$ cat src/rtl/seq_tx_pkg.sv
// ---------------------------------------------------------------------------
// seq_tx_pkg
// Shared types and helpers for the serial pattern transmitter.
//   state_t      : FSM state encoding (IDLE, SHIFT, GAP, DONE)
//   IDLE_LVL_DEF : default data_out level while not transmitting
//   clamp_len()  : maps a requested pattern length onto 1..width
// ---------------------------------------------------------------------------
package seq_tx_pkg;

   typedef enum logic [1:0] {
      IDLE  = 2'd0,
      SHIFT = 2'd1,
      GAP   = 2'd2,
      DONE  = 2'd3
   } state_t;

   localparam logic IDLE_LVL_DEF = 1'b0;

   // A length of 0, or anything longer than the pattern register, means
   // "send the whole register".
   function automatic int clamp_len(input int len, input int width);
      return ((len == 0) || (len > width)) ? width : len;
   endfunction

endpackage

$ cat src/rtl/seq_tx_shifter.sv
// ---------------------------------------------------------------------------
// seq_tx_shifter
// Loadable pattern register with a down-counting bit index. The pattern is
// held still; the index walks from L-1 down to 0 and the selected bits are
// presented to the FSM, which registers the one it actually emits.
// Build option: SEQ_TX_PARITY_EN adds an even-parity bit and a parity-phase
// flag marking the extra cycle at the end of each pass.
//
// Ports:
//   clk, rst              clock, asynchronous active-high reset
//   load                  capture pattern_in / len_in, index <= len_in-1
//   restart               start another pass, index <= L-1
//   step                  move to the next lower bit (saturates at 0)
//   par_step              (parity build) enter the parity cycle
//   pattern_in, len_in    raw pattern and clamped length from the top
//   idx                   current bit index
//   load_bit              pattern_in[len_in-1] (first bit for a fresh load)
//   first_bit             stored pattern[L-1] (first bit of a repeat pass)
//   next_bit              stored pattern[idx-1] (bit after the current one)
//   par_bit, par_phase    (parity build) parity of the L bits, phase flag
// ---------------------------------------------------------------------------
module seq_tx_shifter
   import seq_tx_pkg::*;
#(
   parameter int WIDTH = 8,
   parameter int LEN_W = 4
) (
   input  logic             clk,
   input  logic             rst,
   input  logic             load,
   input  logic             restart,
   input  logic             step,
`ifdef SEQ_TX_PARITY_EN
   input  logic             par_step,
   output logic             par_bit,
   output logic             par_phase,
`endif
   input  logic [WIDTH-1:0] pattern_in,
   input  logic [LEN_W-1:0] len_in,
   output logic [LEN_W-1:0] idx,
   output logic             load_bit,
   output logic             first_bit,
   output logic             next_bit
);

   logic [WIDTH-1:0] pat_q;
   logic [LEN_W-1:0] len_q;
   logic [LEN_W-1:0] idx_q;

   // Bit select by a run-time index; out-of-range indices read as 0.
   function automatic logic sel_bit(input logic [WIDTH-1:0] v,
                                    input logic [LEN_W-1:0] i);
      logic b;
      b = 1'b0;
      for (int k = 0; k < WIDTH; k++) begin
         if (i == LEN_W'(k)) b = v[k];
      end
      return b;
   endfunction

   assign idx       = idx_q;
   assign load_bit  = sel_bit(pattern_in, len_in - LEN_W'(1));
   assign first_bit = sel_bit(pat_q, len_q - LEN_W'(1));
   assign next_bit  = sel_bit(pat_q, idx_q - LEN_W'(1));

`ifdef SEQ_TX_PARITY_EN
   logic par_q;
   logic phase_q;
   logic load_par;

   // (1 << L) - 1 wraps to all-ones when L == WIDTH, masking every bit.
   assign load_par  = ^(pattern_in & ((WIDTH'(1) << len_in) - WIDTH'(1)));
   assign par_bit   = par_q;
   assign par_phase = phase_q;

   always_ff @(posedge clk or posedge rst) begin
      if (rst) begin
         par_q   <= 1'b0;
         phase_q <= 1'b0;
      end else if (load) begin
         par_q   <= load_par;
         phase_q <= 1'b0;
      end else if (restart) begin
         phase_q <= 1'b0;
      end else if (par_step) begin
         phase_q <= 1'b1;
      end
   end
`endif

   // NOTE: the pattern register is reset along with the counters so the
   // block comes out of reset fully deterministic; it is small enough that
   // leaving it unreset buys nothing.
   always_ff @(posedge clk or posedge rst) begin
      if (rst) begin
         pat_q <= '0;
         len_q <= '0;
         idx_q <= '0;
      end else if (load) begin
         pat_q <= pattern_in;
         len_q <= len_in;
         idx_q <= len_in - LEN_W'(1);
      end else if (restart) begin
         idx_q <= len_q - LEN_W'(1);
      end else if (step && (idx_q != '0)) begin
         idx_q <= idx_q - LEN_W'(1);
      end
   end

endmodule

$ cat src/rtl/seq_pattern_tx.sv
// ---------------------------------------------------------------------------
// seq_pattern_tx
// Serial bit-pattern transmitter. A start captures pattern, length and
// repeat count; the pattern is then sent MSB-first one bit per clock for
// repeat_cnt+1 passes, with GAP_CYCLES idle cycles between passes, followed
// by a one-cycle done pulse. abort returns to IDLE on the next edge.
// Build option: SEQ_TX_PARITY_EN appends an even-parity bit to every pass.
//
// Ports:
//   clk, rst        clock, asynchronous active-high reset
//   start_valid     start request; accepted when start_ready is high
//   start_ready     high only in IDLE
//   pattern         bits to send (low pat_len bits used)
//   pat_len         bits per pass; 0 or > WIDTH means WIDTH
//   repeat_cnt      extra passes
//   abort           synchronous abort (ignored in IDLE)
//   data_out        registered serial bit, IDLE_LVL when not sending
//   data_out_valid  high while data_out carries a pattern bit
//   busy            high in every non-IDLE state
//   done            one-cycle pulse after the final bit
// ---------------------------------------------------------------------------
module seq_pattern_tx
   import seq_tx_pkg::*;
#(
   parameter int   WIDTH      = 8,
   parameter int   LEN_W      = 4,
   parameter int   REP_W      = 4,
   parameter int   GAP_CYCLES = 2,
   parameter logic IDLE_LVL   = IDLE_LVL_DEF
) (
   input  logic             clk,
   input  logic             rst,
   input  logic             start_valid,
   output logic             start_ready,
   input  logic [WIDTH-1:0] pattern,
   input  logic [LEN_W-1:0] pat_len,
   input  logic [REP_W-1:0] repeat_cnt,
   input  logic             abort,
   output logic             data_out,
   output logic             data_out_valid,
   output logic             busy,
   output logic             done
);

   // Keeps the gap counter at least one bit wide when GAP_CYCLES is 0.
   localparam int GAP_W = (GAP_CYCLES > 0) ? $clog2(GAP_CYCLES + 1) : 1;

   state_t           state_q, state_d;
   logic [REP_W-1:0] pass_q, pass_d;
   logic [GAP_W-1:0] gap_q, gap_d;
   logic             dout_q, dout_d;

   logic [LEN_W-1:0] len_in;
   logic [LEN_W-1:0] idx;
   logic             ld, restart, step;
   logic             load_bit, first_bit, next_bit;
`ifdef SEQ_TX_PARITY_EN
   logic             par_step, par_bit, par_phase;
`endif

   assign len_in = LEN_W'(clamp_len(int'(pat_len), WIDTH));

   seq_tx_shifter #(
      .WIDTH (WIDTH),
      .LEN_W (LEN_W)
   ) u_shifter (
      .clk        (clk),
      .rst        (rst),
      .load       (ld),
      .restart    (restart),
      .step       (step),
`ifdef SEQ_TX_PARITY_EN
      .par_step   (par_step),
      .par_bit    (par_bit),
      .par_phase  (par_phase),
`endif
      .pattern_in (pattern),
      .len_in     (len_in),
      .idx        (idx),
      .load_bit   (load_bit),
      .first_bit  (first_bit),
      .next_bit   (next_bit)
   );

   // NOTE: every signal is given a default before the case statement so no
   // path through this block leaves one unassigned, which would infer a latch.
   always_comb begin
      state_d  = state_q;
      pass_d   = pass_q;
      gap_d    = gap_q;
      dout_d   = IDLE_LVL;
      ld       = 1'b0;
      restart  = 1'b0;
      step     = 1'b0;
`ifdef SEQ_TX_PARITY_EN
      par_step = 1'b0;
`endif
      unique case (state_q)
         IDLE: begin
            // start_ready is high throughout IDLE, so start_valid alone
            // accepts; abort has no effect here.
            if (start_valid) begin
               state_d = SHIFT;
               ld      = 1'b1;
               pass_d  = repeat_cnt;
               dout_d  = load_bit;
            end
         end
         SHIFT: begin
            if (abort) begin
               state_d = IDLE;
            end else if (idx != '0) begin
               step   = 1'b1;
               dout_d = next_bit;
`ifdef SEQ_TX_PARITY_EN
            end else if (!par_phase) begin
               par_step = 1'b1;
               dout_d   = par_bit;
`endif
            end else if (pass_q != '0) begin
               if (GAP_CYCLES == 0) begin
                  restart = 1'b1;
                  pass_d  = pass_q - REP_W'(1);
                  dout_d  = first_bit;
               end else begin
                  state_d = GAP;
                  gap_d   = GAP_W'(GAP_CYCLES);
               end
            end else begin
               state_d = DONE;
            end
         end
         GAP: begin
            if (abort) begin
               state_d = IDLE;
               gap_d   = '0;
            end else if (gap_q <= GAP_W'(1)) begin
               state_d = SHIFT;
               restart = 1'b1;
               gap_d   = '0;
               dout_d  = first_bit;
               if (pass_q != '0) pass_d = pass_q - REP_W'(1);
            end else begin
               gap_d = gap_q - GAP_W'(1);
            end
         end
         DONE: begin
            // An abort seen here changes nothing: the pulse is already out.
            state_d = IDLE;
         end
         default: state_d = IDLE;
      endcase
   end

   // NOTE: sequential state uses non-blocking assignments so every register
   // samples the pre-edge values, independent of statement order.
   always_ff @(posedge clk or posedge rst) begin
      if (rst) begin
         state_q <= IDLE;
         pass_q  <= '0;
         gap_q   <= '0;
         dout_q  <= IDLE_LVL;
      end else begin
         state_q <= state_d;
         pass_q  <= pass_d;
         gap_q   <= gap_d;
         dout_q  <= dout_d;
      end
   end

   assign data_out       = dout_q;
   assign data_out_valid = (state_q == SHIFT);
   assign busy           = (state_q != IDLE);
   assign done           = (state_q == DONE);
   assign start_ready    = (state_q == IDLE);

endmodule

$ cat config.mk
export PLATFORM = sky130hd
export DESIGN_NAME = seq_pattern_tx
export DESIGN_NICKNAME = d
export VERILOG_FILES = /design/src/rtl/seq_tx_pkg.sv /design/src/rtl/seq_tx_shifter.sv /design/src/rtl/seq_pattern_tx.sv
export SDC_FILE = /design/constraint.sdc
export NUM_CORES = 1
export LEC_CHECK = 0
export ABC_CLOCK_PERIOD_IN_PS = 4440
export CORE_MARGIN = 2
export CORE_UTILIZATION = 55
export CTS_CLUSTER_DIAMETER = 30
export DETAILED_ROUTE_END_ITERATION = 8
export PLACE_DENSITY = 0.8
export SETUP_SLACK_MARGIN = 0.3
export SYNTH_ARGS = -nofsm -noshare
export SYNTH_HDL_FRONTEND = slang
export SYNTH_HIERARCHICAL = 1
export SYNTH_SLANG_ARGS = --single-unit
$ cat constraint.sdc
create_clock -name clk -period 4.44 [get_ports clk]
set_input_delay 1.332 -clock clk [delete_from_list [all_inputs] [get_ports clk]]
set_output_delay 1.332 -clock clk [all_outputs]
set_load 0.1 [all_outputs]
* After elaboration in Yosys (flattened, before gate mapping)
Index checks and enable logic that the tools add are counted.
Storage, ports and cells: memory bits (read-only) 0, output and inout port bits 5, logic and storage cells 123, flip-flop bits (word level) 25, bits in latches 0, bits in writable memories 0, input bits 20, memories kept 0
Operators by class: add/subtract/negate cells 5, order comparisons 2, reductions and logical operators 16, shifts and indexed selects 0, div/mod/pow operators 0, multiplexer cells 60, equal/unequal tests 33, $mul 0, bitwise operators 0
Operators with widths (count):
- $eq 4x3->1 const B | 12
- $mux 1 | 38
- $mux 4 | 8
- $eq 4x2->1 const B | 6
- $mux 2 | 10
- $logic_not 4->1 | 4
- $sub 4x1->4 const B | 4
- $eq 4x1->1 const B | 3
- $ne 2x2->1 const B | 6
- $pmux 2 s4 | 1
- $pmux 4 s2 | 1
- $reduce_bool 4->1 | 2
- $ne 3x3->1 const B | 2
- $reduce_bool 2->1 | 3
- $reduce_and 5->1 | 1
- $eq 2x2->1 const B | 2
- $gt 4x4->1 const B | 1
- $pmux 2 s2 | 1
- $reduce_and 4->1 | 1
- $pmux 1 s3 | 1
- $reduce_and 3->1 | 1
- $reduce_bool 3->1 | 1
- $eq 2x1->1 const B | 1
- $le 2x1->1 const B | 1
- other kinds (5) | 5

* Logic depth before layout (Yosys ltp)
depth in word-level cells 15, mapped depth 9, mapped depth without buffers 9

* By module
Netlist, hierarchy kept.
By module, submodules not included:
- seq_tx_shifter | times used 1, cells each 126, seq. area each 400.4 um^2, area an instance 1209.9 um^2
- seq_pattern_tx | times used 1, cells each 72, seq. area each 225.2 um^2, area an instance 623.1 um^2

* Least setup slack after synthesis
No wires, ideal clock.
kind register -> output, start reg state_q[0], end out busy, data arrival time 2.069 ns, cell stages (with the launch flop) 3, required time 3.108 ns, slack 1.039 ns, buffers on the path 0, cells stage by stage dfrtp_1 -> nor2_2 -> inv_1
On the way: cells in the longest elaborated chain, start to end 1
RTL lines:
- start: declaration | line seq_pattern_tx.sv:48 | state_t state_q, state_d;
- start signal: assignment | line seq_pattern_tx.sv:164 | state_q <= state_d;
- $reduce_bool 2->1 | line seq_pattern_tx.sv:173 | assign busy = (state_q != IDLE);
- end: declaration | line seq_pattern_tx.sv:41 | output logic busy,
No other way between the ends.

* Worst setup path after layout
start reg state_q[0], end out done
On the way: cells in the longest elaborated chain, start to end 1
RTL lines:
- $eq 2x2->1 | line seq_pattern_tx.sv:174 | assign done = (state_q == DONE);
- end: declaration | line seq_pattern_tx.sv:42 | output logic done
No other way between the ends.

==> metrics.txt <==
outcome=finished clean; Setup violations, final=0; Worst-path clk slew=0.15 ns; sequential share of the synthesized area=34.1%; DRT iter0 DRCs=113; critical path startpoint=state_q[0]; I/O pin cnt=25; area of the core=3100 um^2; first-pass GRT wire length=about 7000 um; synthesized-area fraction occupied by and/or/nand/nor cells=16.2%; syn_area_per_cell=between 9 and 10 um^2; die span in x=just over 60 um; worst hold start=u_shifter/pat_q[5]; Synth top area share=34.1%; P per Cell Area=604 nW/um^2; Max H-tree Level=1; share of cells above drive strength 1=between 10% and 20%; clk buf depth=2; f_max=279 MHz; Netlist cell types=49; # resized after CTS=0; main combinational cell family by area after synthesis=compound AO/OA/AOI/OAI gates; WS Path Type=register to primary output; Antenna Nets Post-Route=0; peak supply drop=around 0.27 mV; Synth Area in Compound Gates=a little over a fifth; routed wire length=4020 um; Worst-Margin Slew=between 0.9 and 1 ns; Startpoint Class=register; r2r startpoint=state_q[0]; Synth Area in Adders=9.56%; Slew headroom=34.8%; post-synth top area cell=dfrtp_1; CTS Buf Count=3; IO Port Bufs=24; DR vias=1,544; ys async rst share=100%; Worst setup EP type=primary output; register area=around 630 um^2; Max Clock Skew=0.00848 ns; initial antenna violation count=0; Total GRT Usage=24.4%; total power=1.28 mW; Post-CTS Hold Buffers=0; RSZ-0062 raised after global routing=no; vias in the first global route=1,513; Setup TNS=0 ns; post-synthesis mux area share=8.94%; dpl hpwl=3100 um; Final Worst Setup Slack=between 0.8 and 0.9 ns; hold violation count in the final report=0; fin crit share=80.9%; Post-Synth XOR/XNOR Area=around 2.9%; min-delay worst type=register to register; Initial Util=between 50 and 60%; GPL Wtd Cong=0.973; die area=3810 um^2; Max FO, Critical Path=9; DR pass1 iterations=4; most common cell after layout, fill and taps aside=dfrtp_1; Final Critical Period=3.59 ns; Layout Nets=255; Core Rows=20; Leak=0.917 nW; WL/cell=roughly 15 um; synth top area cells=dfrtp_1 (34%), ha_1 (9.6%), mux2_2 (6.8%), o21ai_0 (4.4%), inv_1 (4.3%); synthesized flop and latch total=25; number of synthesized flops with an enable pin=0; CP arrival=between 2 and 2.5 ns; area delta synth->final=15.8%; post-CTS setup repair buffer count=0; Post-Syn Nets=~230; YS warnings=6; largest net degree at the start of global routing=28; Mapped Area=around 1800 um^2; total clock sinks=25; highest-count cells in the layout ignoring fill and taps=dfrtp_1 (25), clkdlybuf4s50_1 (23), inv_1 (21); footprint of the multi-input gates=1090 um^2; Filler cells=265; Clock Root Buffer=clkbuf_4; clock latency on the worst-skew pair=0.32 ns; Critical Path RT=3.11 ns; diode count=0; global-route congestion overflow total=0; Final Max Tran Viols=0; Mapped Cells=198; vias per inst=between 5 and 6; CTS tree=done; DRC=0; pre-CTS setup slack=a little under 0.7 ns; Synth Flop Type=dfrtp_1; Max-Cap Viols=0; Die Ht=between 60 and 70 um
-- sequential cells by signal (all words and copies together) (netlist names) --
register         flops
gap_q                2
u_shifter/pat_q      8
u_shifter/len_q      4
state_q              2
pass_q               4
u_shifter/idx        4
data_out             1
-- area by class of cell --
class / instances / share of cell area, %
Clock buffer: 3 / 1.06
Timing Repair Buffer: 25 / 11.5
Clock inverter: 1 / 0.236
Sequential cell: 25 / 29.5
Tap cell: 44 / 2.59
Inverter: 22 / 3.89
Multi-Input combinational cell: 144 / 51.2
-- path summary, 6_finish.rpt --
kind	endpoint	slack, ns	cells past startpoint
hold / removal	u_shifter/pat_q[5]	0.56	1
setup reg to reg	u_shifter/idx[0]	2.36	7
setup / recovery	done	0.85	3
hold reg to reg	u_shifter/pat_q[5]	0.56	1
max in group asynchronous	u_shifter/len_q[1]	2.61	2
min in group asynchronous	state_q[0]	1.29	2
-- Yosys cell counts, drive strengths merged (2+ instances only) --
| master | n |
|---|---|
| nand2 | 16 |
| a22oi | 3 |
| or3b | 2 |
| dfrtp | 25 |
| nor4b | 2 |
| inv | 22 |
| o21bai | 3 |
| and3 | 2 |
| nand2b | 4 |
| mux2 | 11 |
| a211o | 2 |
| a221oi | 2 |
| ha | 14 |
| nor2b | 4 |
| a21oi | 16 |
| o21ai | 16 |
| nand3 | 4 |
| nand3b | 2 |
| mux2i | 4 |
| nor3 | 8 |
| clkbuf | 4 |
| nor2 | 8 |
| xnor2 | 5 |
| buf | 3 |
| a211oi | 3 |
| a21boi | 2 |
-- report_power, final --
group	internal, mW	switching [mW]
Clock	0.0338	0.0713
Combinational	0.305	0.405
Sequential	0.331	0.135
-- through the flow --
step,hold WS [ns],instance area [um^2],cells,utilization (%)
after floorplan,0.494,1830,198,-
after global placement,0.519,2100,260,67.5
after detailed placement,0.524,2100,260,67.5
after CTS,0.558,2120,264,68.4
after global routing,0.578,2120,264,68.4
final,0.558,2120,264,68.4
-- critical path: stages, from the launching register on --
cell and delay (ns):
dfrtp_1 0.56, inv_1 0.12, nor2_1 0.12, clkdlybuf4s50_1 1.13
-- cell families (layout without fill, tap and decap cells) --
logic type	Yosys count	in the layout
adder cells (fa/ha/maj)	14	14
XOR/XNOR	6	6
buffers and inverters	29	51
AO/OA/AOI/OAI	55	55
multiplexers	15	15
flip-flops	25	25
AND/OR/NAND/NOR	54	54
-- routing by layer --
metal / up-vias / track usage (%) / share of wire, %
li1: 738 / - / -
met1: 738 / 33.3 / 44
met2: 64 / 40.9 / 49
met3: 4 / 4.35 / 7.1
met4: 0 / 5.17 / 0.77
met5: - / 0 / 0
No activity file was read; power rests on OpenSTA's default activity.
